**src/rtl/ahb_apb3_bridge_mc.sv**
```systemverilog
// ahb_apb3_bridge_mc: AHB-Lite slave to multi-slot APB3 master bridge with decode-error and PREADY timeout.
module ahb_apb3_bridge_mc #(
  parameter int ADDR_WIDTH = 32,
  parameter int DATA_WIDTH = 32,
  parameter int NUM_SLAVES = 4,
  parameter int SLOT_BITS  = 12,
  parameter int TIMEOUT    = 255
) (
  input  logic                             hclk_i,
  input  logic                             hreset_i,
  input  logic                             hsel_i,
  input  logic                             hready_i,
  input  logic                             hwrite_i,
  input  logic [1:0]                       htrans_i,
  input  logic [ADDR_WIDTH-1:0]            haddr_i,
  input  logic [DATA_WIDTH-1:0]            hwdata_i,
  output logic [DATA_WIDTH-1:0]            hrdata_o,
  output logic                             hreadyout_o,
  output logic [1:0]                       hresp_o,
  output logic [ADDR_WIDTH-1:0]            paddr_o,
  output logic [NUM_SLAVES-1:0]            psel_o,
  output logic                             penable_o,
  output logic                             pwrite_o,
  output logic [DATA_WIDTH-1:0]            pwdata_o,
  input  logic [NUM_SLAVES*DATA_WIDTH-1:0] prdata_i,
  input  logic [NUM_SLAVES-1:0]            pready_i,
  input  logic [NUM_SLAVES-1:0]            pslverr_i
);
  localparam int IDX_W = NUM_SLAVES > 1 ? $clog2(NUM_SLAVES) : 1;
  localparam int CNT_W = TIMEOUT > 1 ? $clog2(TIMEOUT + 1) : 1;

  typedef enum logic [2:0] {IDLE, LATCH, SETUP, ACCESS, ERR1, ERR2} state_t;

  state_t                  state_q, state_d;
  logic [ADDR_WIDTH-1:0]   paddr_q, paddr_d;
  logic                    pwrite_q, pwrite_d;
  logic [DATA_WIDTH-1:0]   pwdata_q, pwdata_d;
  logic [DATA_WIDTH-1:0]   hrdata_q, hrdata_d;
  logic [IDX_W-1:0]        slot_q, slot_d;
  logic [CNT_W-1:0]        cnt_q, cnt_d;
  logic                    accept, in_range, sel_ready, sel_err, tmo;
  logic [DATA_WIDTH-1:0]   sel_rdata;
  logic                    unused_htrans;

  assign unused_htrans = htrans_i[0];
  assign accept    = hsel_i & hready_i & htrans_i[1] & (state_q == IDLE | state_q == ERR2);
  // Whole upper address field decodes, so addresses beyond the last slot error out
  assign in_range  = (haddr_i >> SLOT_BITS) < ADDR_WIDTH'(NUM_SLAVES);
  assign sel_ready = pready_i[slot_q];
  assign sel_err   = pslverr_i[slot_q];
  assign sel_rdata = prdata_i[slot_q*DATA_WIDTH +: DATA_WIDTH];
  assign tmo       = (TIMEOUT != 0) && (cnt_q == CNT_W'(TIMEOUT - 1));

  always_comb begin
    state_d  = state_q;
    paddr_d  = paddr_q;
    pwrite_d = pwrite_q;
    pwdata_d = pwdata_q;
    hrdata_d = hrdata_q;
    slot_d   = slot_q;
    cnt_d    = '0;
    if (accept) begin
      paddr_d  = haddr_i;
      pwrite_d = hwrite_i;
      slot_d   = haddr_i[SLOT_BITS +: IDX_W];
      state_d  = in_range ? LATCH : ERR1;
    end else begin
      case (state_q)
        LATCH: begin
          pwdata_d = pwrite_q ? hwdata_i : pwdata_q;
          state_d  = SETUP;
        end
        SETUP: state_d = ACCESS;
        ACCESS: begin
          cnt_d = cnt_q + 1'b1;
          if (sel_ready) begin
            state_d  = sel_err ? ERR1 : IDLE;
            hrdata_d = (!sel_err && !pwrite_q) ? sel_rdata : hrdata_q;
          end else if (tmo) begin
            state_d = ERR1;
          end
        end
        ERR1:    state_d = ERR2;
        ERR2:    state_d = IDLE;
        default: state_d = state_q;
      endcase
    end
  end

  always_ff @(posedge hclk_i or posedge hreset_i) begin
    if (hreset_i) begin
      state_q  <= IDLE;
      paddr_q  <= '0;
      pwrite_q <= 1'b0;
      pwdata_q <= '0;
      hrdata_q <= '0;
      slot_q   <= '0;
      cnt_q    <= '0;
    end else begin
      state_q  <= state_d;
      paddr_q  <= paddr_d;
      pwrite_q <= pwrite_d;
      pwdata_q <= pwdata_d;
      hrdata_q <= hrdata_d;
      slot_q   <= slot_d;
      cnt_q    <= cnt_d;
    end
  end

  assign psel_o      = (state_q == SETUP || state_q == ACCESS) ? NUM_SLAVES'(1) << slot_q : '0;
  assign penable_o   = state_q == ACCESS;
  assign hreadyout_o = state_q == IDLE || state_q == ERR2;
  assign hresp_o     = {1'b0, state_q == ERR1 || state_q == ERR2};
  assign paddr_o     = paddr_q;
  assign pwrite_o    = pwrite_q;
  assign pwdata_o    = pwdata_q;
  assign hrdata_o    = hrdata_q;
endmodule

```
**config.mk**
```make
export PLATFORM = sky130hd
export DESIGN_NAME = ahb_apb3_bridge_mc
export DESIGN_NICKNAME = d
export VERILOG_FILES = /design/src/rtl/ahb_apb3_bridge_mc.sv
export SDC_FILE = /design/constraint.sdc
export NUM_CORES = 1
export LEC_CHECK = 0
export ABC_AREA = 0
export BUFFER_PORTS_ARGS = -buffer_cell sky130_fd_sc_hd__buf_2
export CAP_MARGIN = 20
export CORE_AREA = 2 2 122 124
export CTS_CLUSTER_DIAMETER = 120
export CTS_CLUSTER_SIZE = 12
export DETAILED_ROUTE_END_ITERATION = 8
export DIE_AREA = 0 0 124 126
export PLACE_DENSITY = 0.73
export SYNTH_ARGS = -nofsm -noshare
export SYNTH_HDL_FRONTEND = slang
export SYNTH_SLANG_ARGS = --single-unit
export TNS_END_PERCENT = 100
```
**constraint.sdc**
```tcl
create_clock -name hclk_i -period 8.07 [get_ports hclk_i]
set_clock_uncertainty 0.1 [all_clocks]
set_input_delay 2.421 -clock hclk_i [delete_from_list [all_inputs] [get_ports hclk_i]]
set_output_delay 2.421 -clock hclk_i [all_outputs]
set_load 0.05 [all_outputs]
```
==> results of run 1 <==
-- layout make-up --
cell class | instances | area (µm²)
Antenna cell | 2 | 5.00
Clock buffer | 11 | 243
Clock inverter | 5 | 108
Fill cell | 1257 | 7020
Inverter | 5 | 21.3
Multi-Input combinational cell | 194 | 2400
Sequential cell | 108 | 2700
Tap cell | 184 | 230
Timing Repair Buffer | 314 | 1580
-- flip-flops by register name (all words and copies together), names as in the netlist --
name,count
hrdata_o,32
pwrite_o,1
paddr_o,32
pwdata_o,32
cnt_q,8
state_q,3
-- metal layers --
metal  part of all wire  GRT usage  up-vias
li1                   -          -     1846
met1               0.36      0.205     2010
met2               0.55      0.335      184
met3              0.067     0.0430       23
met4              0.021     0.0681        0
met5                  0          0        -
-- worst register-to-register path: stages (launching register included) --
cell,delay [ps]
dfrtp_1,630
nand3b_1,470
or3_2,1020
mux2_1,500
-- where the power goes --
part	switching, mW	leakage [nW]	internal, mW
clock network	0.196	0.170	0.314
registers	0.151	1.33	0.792
logic	1.31	2.24	0.636
total	1.65	3.74	1.74
-- cells in the mapped netlist --
cell      instances  area [µm²]
a211o_1           1        8.76
a211oi_2          1        12.5
a21oi_1           1        5.00
a22o_1            1        8.76
a22oi_1           1        7.51
a31oi_1           1        6.26
a32o_1            1        10.0
and3_1            3        18.8
and3b_1           1        8.76
and4_1            2        17.5
buf_1             2        7.51
buf_2             7        35.0
buf_4             1        7.51
buf_6             3        33.8
clkbuf_1          9        33.8
conb_1            1        3.75
dfrtp_1         108        2700
ha_1              4        50.1
inv_1             5        18.8
mux2_1           41         462
mux2_2           26         293
mux2_4           30         450
mux4_2           34         766
nand2_1           4        15.0
nand2b_1          1        6.26
nand3_1           4        20.0
nand3b_1          1        7.51
nand4_1           2        12.5
nor2_1           12        45.0
nor2b_1           1        6.26
nor3_1            2        10.0
nor3b_1           1        7.51
nor4_1            5        31.3
o311ai_0          1        8.76
o31a_1            1        8.76
or2_1             1        6.26
or3_1             2        12.5
xnor2_1           2        17.5
xor2_1            5        43.8
-- cells by family after synthesis --
logic type / after synthesis
fa+ha+maj: 4
other cells: 1
mux: 131
compound gates: 9
flops: 108
xor+xnor: 7
buf+inv: 27
simple gates: 42
-- stage by stage --
step	instance area (µm²)	cells	utilization
4_1_cts	7290	821	0.509
2_1_floorplan	5230	329	-
6_report	7300	823	0.510
5_1_grt	7290	822	0.510
3_3_place_gp	6940	805	0.485
3_5_place_dp	6940	805	0.485
-- final timing paths --
| check | endpoint | depth (start not counted) |
|---|---|---|
| max | hrdata_o[31]$_DFFE_PP0P_ | 5 |
| min | paddr_o[6]$_DFFE_PP0N_ | 1 |
| max reg2reg | hrdata_o[31]$_DFFE_PP0P_ | 3 |
| min reg2reg | paddr_o[6]$_DFFE_PP0N_ | 1 |
| max in group asynchronous | cnt_q[1]$_DFF_PP0_ | 3 |
| min in group asynchronous | paddr_o[11]$_DFFE_PP0N_ | 2 |
==> results.toml, run 1 <==
[setup_path]
path_max_fanout = 32
path_cells = "buf_2 -> mux4_2 -> nand2b_1 -> or3_2 -> mux2_1"
path_delay_family = "simple AND/OR/NAND/NOR gates"
slowest_stage = "or3_2"
required_ps = 8200
path_buf_inv = 1
critPathLaunch = "pslverr_i[3]"
startpoint_type = "primary input"
r2r-start = "state_q[1]$_DFFE_PP0P_"
r2r_slack_ps = 5250
endpoint_kind = "register"
crit_path_max_incr_delay_ps = 900
critPathArrivalTime_ps = 4560
crit_type = "in2reg"

[floorplan]
fp-row-count = 44
num_io_pins = 312
dieArea_um2 = 15600
die_h_um = 126
core_area_um2 = 14300
start_util = 0.365
die_w_um = 124

[clock_tree]
cts-root-buf = "clkbuf_16"
cts_tree = "done"
cts.sinks = 108
clockBufferDepth = 2
clk_latency_ps = 340
cts_setup_buffers = 0
cts-buffers-inserted = 9
cts.clk_slew.worst_paths_ps = 70
cts_htree_levels = 3
holdBufCountCts = 0
ctsResizeCount = 0

[routing]
first_pass_iters = 4
routed_wl_mm = 14.3
wl_per_cell_um = 17.3
drc = 0
antenna_left = 0
drtIter0Drc = 109
vias = 4063
routed_via_density = 4.94

[global_route]
grt_pass1_vias = 4437
grt_use_total = 0.184
grt_overflow_total = 0
antenna_found_initial = 1
grt_pass1_wl_mm = 21.9
grt_max_degree = 62

[logic_synthesis]
syn_avg_cell_area_um2 = 15.9
synthCells = 329
synth_top_family_by_area = "multiplexers"
syn_nets = 540
synth_compound_area_frac = 0.0146
syn_area_um2 = 5230
synth-warning-count = 0
synth_seq_cells = 108
ys_seq_area_frac = 0.517
synth.distinct_cells = 39
synth_xor_area_frac = 0.0117
synthAdderAreaFrac = 0.00958
muxShareOfSynthArea = 0.377
synthSimpleGateAreaFrac = 0.0431

[sta]
tns_ps = 0
final_max_slew_viol_count = 0
fin_crit_sh = 0.549
setup_viol = 0
hold_viol_final = 0
min_period_ps = 4430
fin_ws_ps = 3640
rsz0062_at_grt = "no"
timing.fmax_mhz = 226
max_slew_margin = 0.293
fin_hold_ws_ps = 382
worstMarginPinSlew_ps = 1060

[placed_design]
gp_congestion = 0.828
portBuffers = 309
place_hpwl_mm = 11.4
preCtsSetupSlack_ps = 3260

[min_path]
hp-start = "paddr_o[6]$_DFFE_PP0N_"
hp-class = "reg2reg"

[pwr]
p_per_area_nw_per_um2 = 465
ir_drop_mv = 0.239
total_leakage_power_nw = 3.74
power.total_mw = 3.40

[cells_and_area]
final_common_cell = "buf_2"
drive_above_1_share = 0.666
fin_nets = 843
layout_common_cells = "309 x buf_2, 107 x dfrtp_1, 41 x mux2_1, 34 x mux4_2, 30 x mux2_4"
area_growth_syn_to_layout_pct = 39.6

[outcome]
status = "finished, final reports clean"

[run]
maxCapViolations = 0
No activity file was read; power rests on OpenSTA's default activity.
==> inputs of run 2 (changes only) <==
--- a/config.mk
+++ b/config.mk
@@ -5,15 +5,15 @@
 export SDC_FILE = /design/constraint.sdc
 export NUM_CORES = 1
 export LEC_CHECK = 0
-export ABC_AREA = 0
+export ABC_AREA = 1
 export BUFFER_PORTS_ARGS = -buffer_cell sky130_fd_sc_hd__buf_2
 export CAP_MARGIN = 20
-export CORE_AREA = 2 2 122 124
+export CORE_AREA = 2 2 121 123
 export CTS_CLUSTER_DIAMETER = 120
 export CTS_CLUSTER_SIZE = 12
 export DETAILED_ROUTE_END_ITERATION = 8
-export DIE_AREA = 0 0 124 126
-export PLACE_DENSITY = 0.73
+export DIE_AREA = 0 0 123 125
+export PLACE_DENSITY = 0.76
 export SYNTH_ARGS = -nofsm -noshare
 export SYNTH_HDL_FRONTEND = slang
 export SYNTH_SLANG_ARGS = --single-unit
==> constraint.sdc (replaced) <==
create_clock -name hclk_i -period 4.1 [get_ports hclk_i]
set_clock_uncertainty 0.1 [all_clocks]
set_input_delay 1.23 -clock hclk_i [delete_from_list [all_inputs] [get_ports hclk_i]]
set_output_delay 1.23 -clock hclk_i [all_outputs]
set_load 0.05 [all_outputs]
==> results.toml, run 2 <==
[setup_path]
startpoint_type = "register"
path_buf_inv = 3
crit_path_max_incr_delay_ps = 480
path_cells = "inv_1 -> ha_1 -> inv_1 -> nor3_1 -> buf_2"
r2r-start = "state_q[2]$_DFFE_PP0P_"
required_ps = 2770
regToRegEndpoint = "state_q[2]$_DFFE_PP0P_"
rr_worst_depth = 9
endpoint_kind = "output port"
path_max_fanout = 8
path_delay_family = "buffers and inverters"
critPathArrivalTime_ps = 1660
slowest_stage = "dfrtp_1"
crit_top_cell = "inv_1"
crit_type = "reg2out"
r2r_slack_ps = 1590

[min_path]
whs_path_depth = 2
hp-start = "paddr_o[10]$_DFFE_PP0N_"
hp-class = "reg2reg"
worstHoldEndpoint = "paddr_o[10]$_DFFE_PP0N_"

[pwr]
swShare = 0.547
p_per_area_nw_per_um2 = 909
power.switching_mw = 3.69
intPower_mw = 3.06
pwr-share-comb = 0.591
p_clk_frac = 0.136
pwr-share-seq = 0.273
ir_drop_mv = 0.555
total_leakage_power_nw = 3.98

[global_route]
grt_pass1_vias = 5248
grt_max_degree = 60
grt_pass1_wl_mm = 25.1
grt_use_total = 0.209
antenna_found_initial = 2
grt_overflow_total = 0

[sta]
hold_viol_final = 0
fin_hold_ws_ps = 378
rsz0062_at_grt = "no"
tns_ps = 0
worstMarginPinSlew_ps = 800
max_slew_margin = 0.466
setup_viol = 0
fin_crit_sh = 0.728
min_period_ps = 2990
timing.fmax_mhz = 335
final_max_slew_viol_count = 0

[logic_synthesis]
synth_compound_area_frac = 0.0741
synth_xor_area_frac = 0.00162
synthAdderAreaFrac = 0.00926
syn_avg_cell_area_um2 = 8.47
yosys_most_used_dff = "dfrtp_1"
synth.distinct_cells = 26
synth_seq_cells = 108
ys_seq_area_frac = 0.500
synthArstFlopShare = 1.00
yosysTopAreaCellShare = 0.500
synthSimpleGateAreaFrac = 0.269
syn_nets = 849
syn_area_um2 = 5400
synth_area_leaders = "dfrtp_1 50%, nand2_1 16%, mux2_2 6.7%, o21ai_2 4.5%, nand4_1 4.3%"
synthCells = 638
synth-edff-count = 0
synth_top_family_by_area = "simple AND/OR/NAND/NOR gates"
yosysTopAreaCell = "dfrtp_1"
muxShareOfSynthArea = 0.0667
synth-warning-count = 0
synth_most_common_cell = "nand2_1"
synth_common_cells = "229 x nand2_1, 108 x dfrtp_1, 57 x inv_1, 41 x nand3_1, 37 x nand4_1"

[placed_design]
portBuffers = 309
gp_congestion = 0.827
dp.cells = 1107
place_hpwl_mm = 12.3

[clock_tree]
clk_latency_ps = 350
cts-root-buf = "clkbuf_16"
cts_tree = "done"
cts.clk_slew.worst_paths_ps = 80
clockBufferDepth = 2
holdBufCountCts = 0
ctsResizeCount = 0
cts_setup_buffers = 0
cts.sinks = 108
cts_htree_levels = 3
cts-buffers-inserted = 9

[routing]
wl_met1_mm = 6.79
top_layer_used = "met4"
wl_met3_mm = 1.43
drc = 0
wl_per_cell_um = 14.5
vias = 5371
wl_met2_mm = 7.92
antenna_left = 0
routed_wl_mm = 16.4
first_pass_iters = 5
drtIter0Drc = 176
routed_via_density = 4.77

[outcome]
status = "finished, final reports clean"

[cells_and_area]
fill_cells = 1361
fin_util = 0.523
layoutNonFillerInstCount = 1125
drive_above_1_share = 0.433
area_growth_syn_to_layout_pct = 37.5
final_common_cell = "buf_2"
layout_common_cells = "309 x buf_2, 229 x nand2_1, 108 x dfrtp_1, 56 x inv_1, 41 x nand3_1"
fin_nets = 1146

[floorplan]
start_util = 0.380
num_io_pins = 312
dieArea_um2 = 15400
core_area_um2 = 14200
die_h_um = 125
die_w_um = 123
fp-row-count = 44

[run]
maxCapViolations = 0
run 2: cell types whose count changed in the layout (fill, tap and decap cells not counted), moves of 7 or more:
cell,change
nand3_1,+37
nand2_1,+225
inv_1,+52
mux2_1,-41
o21ai_0,+23
mux2_4,-30
o21ai_2,+28
mux4_2,-34
nand4_1,+35
nor3_1,+7
run 2: through the flow:
step	area, µm²	setup slack, ps	power [mW]
6_report	7430	1110	6.76
5_1_grt	7430	1020	7.16
4_1_cts	7410	1120	6.80
3_5_place_dp	7090	1120	5.86
3_3_place_gp	7090	1110	5.80
2_1_floorplan	5410	523	4.84
run 2: layer usage:
layer / track usage / vias to the layer above
li1: - / 2653
met1: 0.251 / 2458
met2: 0.368 / 244
met3: 0.0525 / 16
met4: 0.0595 / 0
met5: 0 / -
run 2: how the worst max path moves through the flow:
stage / slack [ps] / cells after the start / start / end
2_1_floorplan: 520 / 4 / paddr_o[13]$_DFFE_PP0N_ / psel_o[2]
3_3_place_gp: 1110 / 8 / htrans_i[1] / state_q[2]$_DFFE_PP0P_
3_5_place_dp: 1120 / 8 / htrans_i[1] / state_q[2]$_DFFE_PP0P_
4_1_cts: 1120 / 5 / state_q[2]$_DFFE_PP0P_ / psel_o[2]
5_1_grt: 1020 / 5 / state_q[2]$_DFFE_PP0P_ / psel_o[1]
6_report: 1110 / 5 / state_q[2]$_DFFE_PP0P_ / psel_o[1]
run 2: worst min-delay path: stages, from the launching register on:
cell and delay, ps:
dfrtp_1 340, nand2_1 50, nand2_1 50
run 2: power groups by stage:
stage / Clock [mW] / Sequential, mW / Combinational, mW
5_1_grt: 0.981 / 1.92 / 4.26
2_1_floorplan: 0 / 3.51 / 1.33
4_1_cts: 0.943 / 1.85 / 4.01
6_report: 0.917 / 1.85 / 3.99
3_5_place_dp: 0 / 1.86 / 4.00
3_3_place_gp: 0 / 1.83 / 3.96
run 2: cell families after synthesis:
group,Yosys count
AND/OR/NAND/NOR,337
flip-flops,108
buffers and inverters,96
AO/OA/AOI/OAI,59
multiplexers,32
adder cells (fa/ha/maj),4
other,1
XOR/XNOR,1
run 2: cell type report:
| cell class | instances | area (µm²) | area share |
|---|---|---|---|
| inverters | 62 | 236 | 0.0318 |
| clock buffers | 9 | 225 | 0.0303 |
| multi-input cells | 434 | 2280 | 0.307 |
| well taps | 184 | 230 | 0.0310 |
| flip-flops and latches | 108 | 2700 | 0.364 |
| clock inverters | 7 | 97.6 | 0.0131 |
| repair buffers | 320 | 1650 | 0.223 |
| diodes | 1 | 2.50 | 0.000337 |
